$ cat config.mk
export PLATFORM = sky130hd
export DESIGN_NAME = game_flow_controller
export DESIGN_NICKNAME = d
export VERILOG_FILES = /design/src/rtl/game_flow_controller.sv
export SDC_FILE = /design/constraint.sdc
export NUM_CORES = 1
export LEC_CHECK = 0
export ABC_AREA = 0
export CORE_MARGIN = 4
export CORE_UTILIZATION = 49
export CTS_CLUSTER_DIAMETER = 60
export DETAILED_ROUTE_END_ITERATION = 12
export PLACE_DENSITY = 0.73
export SYNTH_ARGS = -nofsm -noshare
export SYNTH_HDL_FRONTEND = slang
export SYNTH_SLANG_ARGS = --single-unit
export TNS_END_PERCENT = 20
$ cat constraint.sdc
create_clock -name clk -period 5 [get_ports clk]
set_input_delay 1 -clock clk [delete_from_list [all_inputs] [get_ports clk]]
set_output_delay 1 -clock clk [all_outputs]
set_load 0.01 [all_outputs]
$ cat src/rtl/game_flow_controller.sv
// Top-level game sequencer: runs the IDLE/PLAYING/VICTORY/DEFEAT/ERROR flow and the per-frame
// draw -> calc -> move -> collision -> check -> wait loop, with step watchdog and phase pacing.
module game_flow_controller #(
    parameter int MAX_PHASE_CNT = 124,
    parameter int STEP_TIMEOUT  = 1023
) (
    input  logic       clk,
    input  logic       rst,
    input  logic       start_btn,
    input  logic       frame_end,
    input  logic       frame_start,
    input  logic       calc_done,
    input  logic       move_done,
    input  logic       coll_done,
    input  logic       player_hit,
    input  logic [3:0] enemy_alive,
    output logic [2:0] game_state,
    output logic [2:0] onplay_state,
    output logic [1:0] phase,
    output logic       draw_en,
    output logic       calc_start,
    output logic       move_start,
    output logic       coll_start,
    output logic       frame_overrun
);

    typedef enum logic [2:0] {
        GAME_IDLE    = 3'd0,
        GAME_PLAYING = 3'd1,
        GAME_VICTORY = 3'd2,
        GAME_DEFEAT  = 3'd3,
        GAME_ERROR   = 3'd4
    } game_e;

    typedef enum logic [2:0] {
        ONPLAY_DRAW      = 3'd0,
        ONPLAY_CALCVALUE = 3'd1,
        ONPLAY_MOVE      = 3'd2,
        ONPLAY_COLLISION = 3'd3,
        ONPLAY_CHECKING  = 3'd4,
        ONPLAY_WAITING   = 3'd5
    } onplay_e;

    localparam logic [6:0] PHASE_CNT_LAST = 7'(MAX_PHASE_CNT - 1);
    localparam logic [9:0] WD_LAST        = 10'(STEP_TIMEOUT - 1);

    game_e      game_r,      game_s;
    onplay_e    onplay_r,    onplay_s;
    logic [1:0] phase_r,     phase_s;
    logic [6:0] phase_cnt_r, phase_cnt_s;
    logic [9:0] wd_r,        wd_s;
    logic       calc_start_r, calc_start_s;
    logic       move_start_r, move_start_s;
    logic       coll_start_r, coll_start_s;
    logic       draw_en_r,    draw_en_s;
    logic       overrun_r,    overrun_s;
    logic       btn_q_r;
    logic       btn_rise_s;

    assign btn_rise_s = start_btn & ~btn_q_r;

    // State and registered-output update; reset drops every strobe on the same edge
    always_ff @(posedge clk) begin
        if (rst) begin
            game_r       <= GAME_IDLE;
            onplay_r     <= ONPLAY_DRAW;
            phase_r      <= 2'd0;
            phase_cnt_r  <= 7'd0;
            wd_r         <= 10'd0;
            calc_start_r <= 1'b0;
            move_start_r <= 1'b0;
            coll_start_r <= 1'b0;
            draw_en_r    <= 1'b0;
            overrun_r    <= 1'b0;
            btn_q_r      <= 1'b0;
        end else begin
            game_r       <= game_s;
            onplay_r     <= onplay_s;
            phase_r      <= phase_s;
            phase_cnt_r  <= phase_cnt_s;
            wd_r         <= wd_s;
            calc_start_r <= calc_start_s;
            move_start_r <= move_start_s;
            coll_start_r <= coll_start_s;
            draw_en_r    <= draw_en_s;
            overrun_r    <= overrun_s;
            btn_q_r      <= start_btn;
        end
    end

    // Next-state and next-output logic for the game and onplay machines
    always_comb begin
        game_s       = game_r;
        onplay_s     = onplay_r;
        phase_s      = phase_r;
        phase_cnt_s  = phase_cnt_r;
        wd_s         = wd_r;
        calc_start_s = 1'b0;
        move_start_s = 1'b0;
        coll_start_s = 1'b0;
        overrun_s    = overrun_r;

        case (game_r)
            GAME_IDLE: begin
                if (btn_rise_s) begin
                    game_s      = GAME_PLAYING;
                    onplay_s    = ONPLAY_DRAW;
                    phase_s     = 2'd0;
                    phase_cnt_s = 7'd0;
                end else begin
                    game_s = GAME_IDLE;
                end
            end
            GAME_PLAYING: begin
                if (frame_end && (onplay_r != ONPLAY_DRAW)) begin
                    overrun_s = 1'b1;
                end else begin
                    overrun_s = overrun_r;
                end
                // Done pulses coincident with their own strobe are stale and ignored
                case (onplay_r)
                    ONPLAY_DRAW: begin
                        if (frame_end) begin
                            onplay_s     = ONPLAY_CALCVALUE;
                            calc_start_s = 1'b1;
                            wd_s         = 10'd0;
                        end else begin
                            onplay_s = ONPLAY_DRAW;
                        end
                    end
                    ONPLAY_CALCVALUE: begin
                        if (calc_done && !calc_start_r) begin
                            onplay_s     = ONPLAY_MOVE;
                            move_start_s = 1'b1;
                            wd_s         = 10'd0;
                        end else if (wd_r == WD_LAST) begin
                            game_s = GAME_ERROR;
                        end else begin
                            wd_s = wd_r + 10'd1;
                        end
                    end
                    ONPLAY_MOVE: begin
                        if (move_done && !move_start_r) begin
                            onplay_s     = ONPLAY_COLLISION;
                            coll_start_s = 1'b1;
                            wd_s         = 10'd0;
                        end else if (wd_r == WD_LAST) begin
                            game_s = GAME_ERROR;
                        end else begin
                            wd_s = wd_r + 10'd1;
                        end
                    end
                    ONPLAY_COLLISION: begin
                        if (coll_done && !coll_start_r) begin
                            onplay_s = ONPLAY_CHECKING;
                        end else if (wd_r == WD_LAST) begin
                            game_s = GAME_ERROR;
                        end else begin
                            wd_s = wd_r + 10'd1;
                        end
                    end
                    ONPLAY_CHECKING: begin
                        if (player_hit) begin
                            game_s = GAME_DEFEAT;
                        end else if (enemy_alive == 4'd0) begin
                            game_s = GAME_VICTORY;
                        end else begin
                            onplay_s = ONPLAY_WAITING;
                            if (phase_cnt_r == PHASE_CNT_LAST) begin
                                phase_cnt_s = 7'd0;
                                phase_s     = (phase_r == 2'd3) ? 2'd3 : phase_r + 2'd1;
                            end else begin
                                phase_cnt_s = phase_cnt_r + 7'd1;
                            end
                        end
                    end
                    ONPLAY_WAITING: begin
                        if (frame_start) begin
                            onplay_s = ONPLAY_DRAW;
                        end else begin
                            onplay_s = ONPLAY_WAITING;
                        end
                    end
                    default: begin
                        game_s = GAME_ERROR;
                    end
                endcase
            end
            GAME_VICTORY, GAME_DEFEAT, GAME_ERROR: begin
                if (btn_rise_s) begin
                    game_s    = GAME_IDLE;
                    onplay_s  = ONPLAY_DRAW;
                    overrun_s = 1'b0;
                end else begin
                    game_s = game_r;
                end
            end
            default: begin
                game_s   = GAME_IDLE;
                onplay_s = ONPLAY_DRAW;
            end
        endcase

        draw_en_s = (game_s == GAME_PLAYING) && (onplay_s == ONPLAY_DRAW);
    end

    assign game_state    = game_r;
    assign onplay_state  = onplay_r;
    assign phase         = phase_r;
    assign draw_en       = draw_en_r;
    assign calc_start    = calc_start_r;
    assign move_start    = move_start_r;
    assign coll_start    = coll_start_r;
    assign frame_overrun = overrun_r;

endmodule

==> results of run 1 <==
-- worst paths after layout --
path                                 startpoint              end
worst max-delay path            onplay_state[2]  onplay_state[2]
worst min-delay path                   phase[0]         phase[0]
worst max register to register    game_state[0]          wd_r[3]
worst min register to register         phase[0]         phase[0]
-- per-stage QoR --
stage          area (um^2)  total power, mW  setup WS [ps]  instances  utilization [%]
6_report              2010            0.462           2190        285             59.9
5_1_grt               2010            0.487           2130        285             59.9
4_1_cts               2010            0.467           2190        285             59.9
3_5_place_dp          1970            0.335           1970        279             58.6
3_3_place_gp          1970            0.334           2000        279             58.6
2_1_floorplan         1720            0.309           2600        221                -
-- layout make-up --
type / count / area (um^2)
multi-input cells: 173 / 1030
inverters: 4 / 15.0
flip-flops and latches: 31 / 621
fillers: 340 / 1350
repair buffers: 25 / 250
clock buffers: 6 / 41.3
well taps: 46 / 57.6
-- synthesized netlist by cell type, drive strengths merged --
master / number
dfxtp: 31
nor2: 30
nand2: 18
a21oi: 17
nor3: 13
clkbuf: 11
o21ai: 9
nand3: 8
nand2b: 7
and3: 5
nand4: 5
nor4: 5
xnor2: 5
xor2: 5
and4: 4
inv: 4
nor2b: 4
ha: 3
nand4b: 3
o2111ai: 3
a21o: 2
and3b: 2
buf: 2
nand3b: 2
o211ai: 2
or3b: 2
or4: 2
a211oi: 1
a22o: 1
a22oi: 1
a31oi: 1
a32oi: 1
a41o: 1
and2: 1
and4b: 1
mux2: 1
mux2i: 1
nor3b: 1
nor4bb: 1
o21ba: 1
o22ai: 1
o31ai: 1
or2: 1
or3: 1
-- registers in the layout (all words and copies together), names as in the netlist --
register and cells:
onplay_state 3, coll_start 1, btn_q_r 1, game_state 3
frame_overrun 1, phase 2, move_start 1, draw_en 1
phase_cnt_r 7, wd_r 10, calc_start 1
-- metal layers --
layer	routed length, um	share of wire [%]
met4	38	0.98
met1	1840	47
met3	151	3.9
met2	1860	48
met5	0	0
-- where the power goes --
| group | internal [mW] | leakage [nW] | switching [mW] | total [mW] |
|---|---|---|---|---|
| sequential | 0.252 | 0.251 | 0.00814 | 0.260 |
| clock | 0.0500 | 0.0242 | 0.0816 | 0.132 |
| combinational | 0.0324 | 0.430 | 0.0373 | 0.0697 |
| total | 0.335 | 0.705 | 0.127 | 0.462 |
-- cell families after synthesis --
logic type	Yosys count	share of synthesized area, %
and+or+nand+nor	116	36.3
AOI/OAI and AO/OA	42	15.1
DFF	31	36.2
buffers and inverters	17	3.94
xor gates and xnor gates	10	5.10
adders and majority gates	3	2.19
muxes	2	1.24
==> results.cfg, run 1 <==
[outcome]
status = finished clean

[cells_and_area]
fin_nets = 256
final_cell_mix = 31 x dfxtp_1, 30 x nor2_1, 25 x clkdlybuf4s50_1
final_common_cell = dfxtp_1
drive_above_1_share_pct = 4.18
syn_to_final_growth_pct = 17.3
diodes = 0

[floorplanning]
dieArea_mm2 = 0.00451
die_w_um = 67.2
fp-row-count = 21
coreArea_mm2 = 0.00336
chipHeight_um = 67.2
ios = 26
initial_utilization_pct = 51.0

[power]
powerDensity_mw_per_mm2 = 229
p_leak_nw = 0.705
vdd_drop_max_mv = 0.139

[drt]
route.detailed.drc = 0
vias = 1587
wl_per_cell_um = 13.7
routed_wl_um = 3890
ant_nets = 0
viasPerCell = 5.57
drt_iter0_drc = 148
dr.pass1.iters = 4

[timing]
rsz0062_at_grt = no
setup_violations = 0
tightest_slew_ps = 739
finalSetupTns_ps = 0
relSlewSlack_pct = 50.6
timing.hold.ws_ps = 480
timing.final.crit_share_pct = 56.3
fmax_mhz = 355
fin_crit_ps = 2810
finalMaxSlewViolations = 0
hold_viol_final = 0
finalClockSkew_ps = 13.6

[clock_tree]
clk_pin_slew_ps = 100
postCtsHoldBufs = 0
tritoncts = built
cts.path.max_buffers = 2
clk_latency_ps = 330
cts-root-buf = clkbuf_4
h-tree-depth = 2
postCtsSetupBuffers = 0
numCtsBuffers = 5
cts_resized = 0
cts.sinks = 31

[critical_path]
crit_path_cell_trace = clkdlybuf4s50_1
worst-path-max-fanout = 24
critPathRequiredTime_ps = 4000
critPathCaptureType = primary output
crit_family = flip-flops
cp-start-kind = register
cp.depth = 1
worstRegToRegCells = 4
worst-path-buf-inv = 1
crit_type = reg -> out
r2r_setup_slack_ps = 2520
slowest_delay_ps = 810
arrival_ps = 1810
crit_slowest_cell = dfxtp_1

[global_routing]
antenna_found_initial = 0
overflow = 0
first_global_vias = 1422
met3_usage_pct = 5.49
grt_use_met2_pct = 30.1
grt_pass1_wl_um = 6640
grt_max_degree = 25
grt-busiest-layer = met2
grt_use_total_pct = 19.4
use_met1_pct = 26.5

[place]
place.detailed.hpwl_um = 2740
numPortBuffers = 25
gp_congestion = 0.811

[yosys]
yosys_warnings = 0
synth_nets = 237
ys_seq_area_share_pct = 36.2
synth.avg_cell_area_um2 = 7.77
yosys.area.top_type_share_pct = 36.2
synth_cell_types = 46
syn_inst = 221
yosys.area.top_type = dfxtp_1
synth.area.top_cells = dfxtp_1 36%, nor2_1 6.6%, a21oi_1 5.0%
synth_area_mm2 = 0.00172
ys_seq_elements = 31

[worst_hold_path]
whs_path_depth = 2
hp-class = reg -> reg

[run]
cap_violations = 0
Note: power is estimated with default switching activity, not from simulation.
==> run 2, diff against run 1 <==
--- a/config.mk
+++ b/config.mk
@@ -7,10 +7,10 @@
 export LEC_CHECK = 0
 export ABC_AREA = 0
 export CORE_MARGIN = 4
-export CORE_UTILIZATION = 49
+export CORE_UTILIZATION = 48
 export CTS_CLUSTER_DIAMETER = 60
 export DETAILED_ROUTE_END_ITERATION = 12
-export PLACE_DENSITY = 0.73
+export PLACE_DENSITY = 0.75
 export SYNTH_ARGS = -nofsm -noshare
 export SYNTH_HDL_FRONTEND = slang
 export SYNTH_SLANG_ARGS = --single-unit
==> constraint.sdc (replaced) <==
create_clock -name clk -period 2.45 [get_ports clk]
set_input_delay 0.49 -clock clk [delete_from_list [all_inputs] [get_ports clk]]
set_output_delay 0.49 -clock clk [all_outputs]
set_load 0.01 [all_outputs]
==> run 2 against run 1 <==
Design area grew 4.5%. Wire length increased by 6.0%. Clock skew is 1.9 ps higher. Combinational power grew 130%. Hold slack worse by 1.4 ps. Global-route usage increased by 0.70 points. Non-clock buffer count is 12 higher.
==> results.cfg, run 2 (same netlist as run 1, synthesis figures left out) <==
[clock_tree]
cts_resized = 0
numCtsBuffers = 5
clk_pin_slew_ps = 90
tritoncts = built
h-tree-depth = 2
cts.path.max_buffers = 2
clk_latency_ps = 340
postCtsSetupBuffers = 0
cts.sinks = 31
postCtsHoldBufs = 0
cts-root-buf = clkbuf_4

[cells_and_area]
fin_nets = 268
syn_to_final_growth_pct = 22.5
regMostFlops = wd_r
final_cell_mix = 31 x dfxtp_1, 30 x nor2_1, 25 x clkdlybuf4s50_1
largest_register_ff_count = 10
diodes = 0
final_common_cell = dfxtp_1
reg_top3 = wd_r (10), phase_cnt_r (7)
drive_above_1_share_pct = 8.76
fin_util_pct = 62.1

[floorplanning]
die_w_um = 67.8
ios = 26
fp-row-count = 21
initial_utilization_pct = 50.6
dieArea_mm2 = 0.00460
chipHeight_um = 67.8
coreArea_mm2 = 0.00339

[global_routing]
grt_pass1_wl_um = 6840
antenna_found_initial = 0
grt_use_total_pct = 20.0
first_global_vias = 1548
overflow = 0
grt_max_degree = 15

[critical_path]
crit_slowest_cell = or4_1
critPathCaptureType = register
r2r-start = game_state[0]
crit_type = reg -> reg
critPathRequiredTime_ps = 2680
worst-path-max-fanout = 13
cpMostUsedCell = nor3_1
startpoint = game_state[0]
slowest_delay_ps = 520
crit_path_cell_trace = or3b_4, or4_1, buf_4, nor3_1, and3_1, nor3_1
cp-start-kind = register
arrival_ps = 2320

[timing]
fmax_mhz = 479
relSlewSlack_pct = 64.9
setup_violations = 0
finalSetupTns_ps = 0
fin_crit_ps = 2090
tightest_slew_ps = 524
hold_viol_final = 0
finalMaxSlewViolations = 0
finalClockSkew_ps = 15.5
rsz0062_at_grt = no
timing.final.crit_share_pct = 85.2

[drt]
wl_per_cell_um = 13.9
drt_iter0_drc = 89
viasPerCell = 5.75
vias = 1708
ant_nets = 0
routed_wl_um = 4130
dr.pass1.iters = 4
route.detailed.drc = 0

[place]
gp_congestion = 0.800
place.detailed.hpwl_um = 2970
numPortBuffers = 25

[worst_hold_path]
holdCritStartpoint = phase[0]
hp-class = reg -> reg

[power]
swShare_pct = 28.0
clockPowerShare_pct = 28.6
comb_power_share_pct = 16.9
vdd_drop_max_mv = 0.299
p_sw_mw = 0.270
p_leak_nw = 0.767
powerDensity_mw_per_mm2 = 458
p_seq_share_pct = 54.4
internal-power_mw = 0.694

[run]
cap_violations = 0

[outcome]
status = finished clean
-- run 2: cell types whose count changed in the layout (fill, tap and decap cells not counted), sizes merged --
cell / delta
buf: +12
-- run 2: per-stage QoR --
stage | instance area, um^2 | std cells | total power, mW | hold slack [ps] | worst slack, ps
floorplan | 1720 | 221 | 0.630 | 472 | 270
global placement | 2060 | 291 | 0.696 | 470 | 142
finish | 2100 | 297 | 0.963 | 479 | 364
global route | 2100 | 297 | 1.01 | 533 | 206
CTS | 2100 | 297 | 0.971 | 483 | 385
detailed placement | 2060 | 291 | 0.697 | 471 | 77.9
-- run 2: path summary, 6_finish.rpt --
kind	end	slack, ps	depth (start not counted)
worst min-delay path	phase[0]	480	2
worst max register to register	wd_r[8]	360	6
worst max-delay path	wd_r[8]	360	6
worst min register to register	phase[0]	480	2
-- run 2: final cells by class --
class / count / area, um^2
Sequential cell: 31 / 621
Multi-Input combinational cell: 173 / 1030
Inverter: 4 / 15.0
Fill cell: 315 / 1290
Timing Repair Buffer: 37 / 340
Clock buffer: 6 / 41.3
Tap cell: 46 / 57.6
-- run 2: power by group through the flow --
stage          clock (mW)  combinational (mW)  sequential (mW)
2_1_floorplan           0              0.0939            0.536
3_3_place_gp            0               0.161            0.535
3_5_place_dp            0               0.162            0.536
4_1_cts             0.284               0.163            0.524
5_1_grt             0.305               0.181            0.526
6_report            0.276               0.163            0.524
-- run 2: per-layer routing --
metal	vias to the layer above	global-route usage, %	part of all wire, %
li1	860	-	-
met1	798	25.2	47
met2	39	30.7	46
met3	11	3.99	5.1
met4	0	13.4	2.1
met5	-	0	0
-- run 2: critical path: cells and delay by family, from the launching register on --
kind	cells	cell delay, ps
buffers and inverters	1	180
and+or+nand+nor	5	1430
DFF	1	360
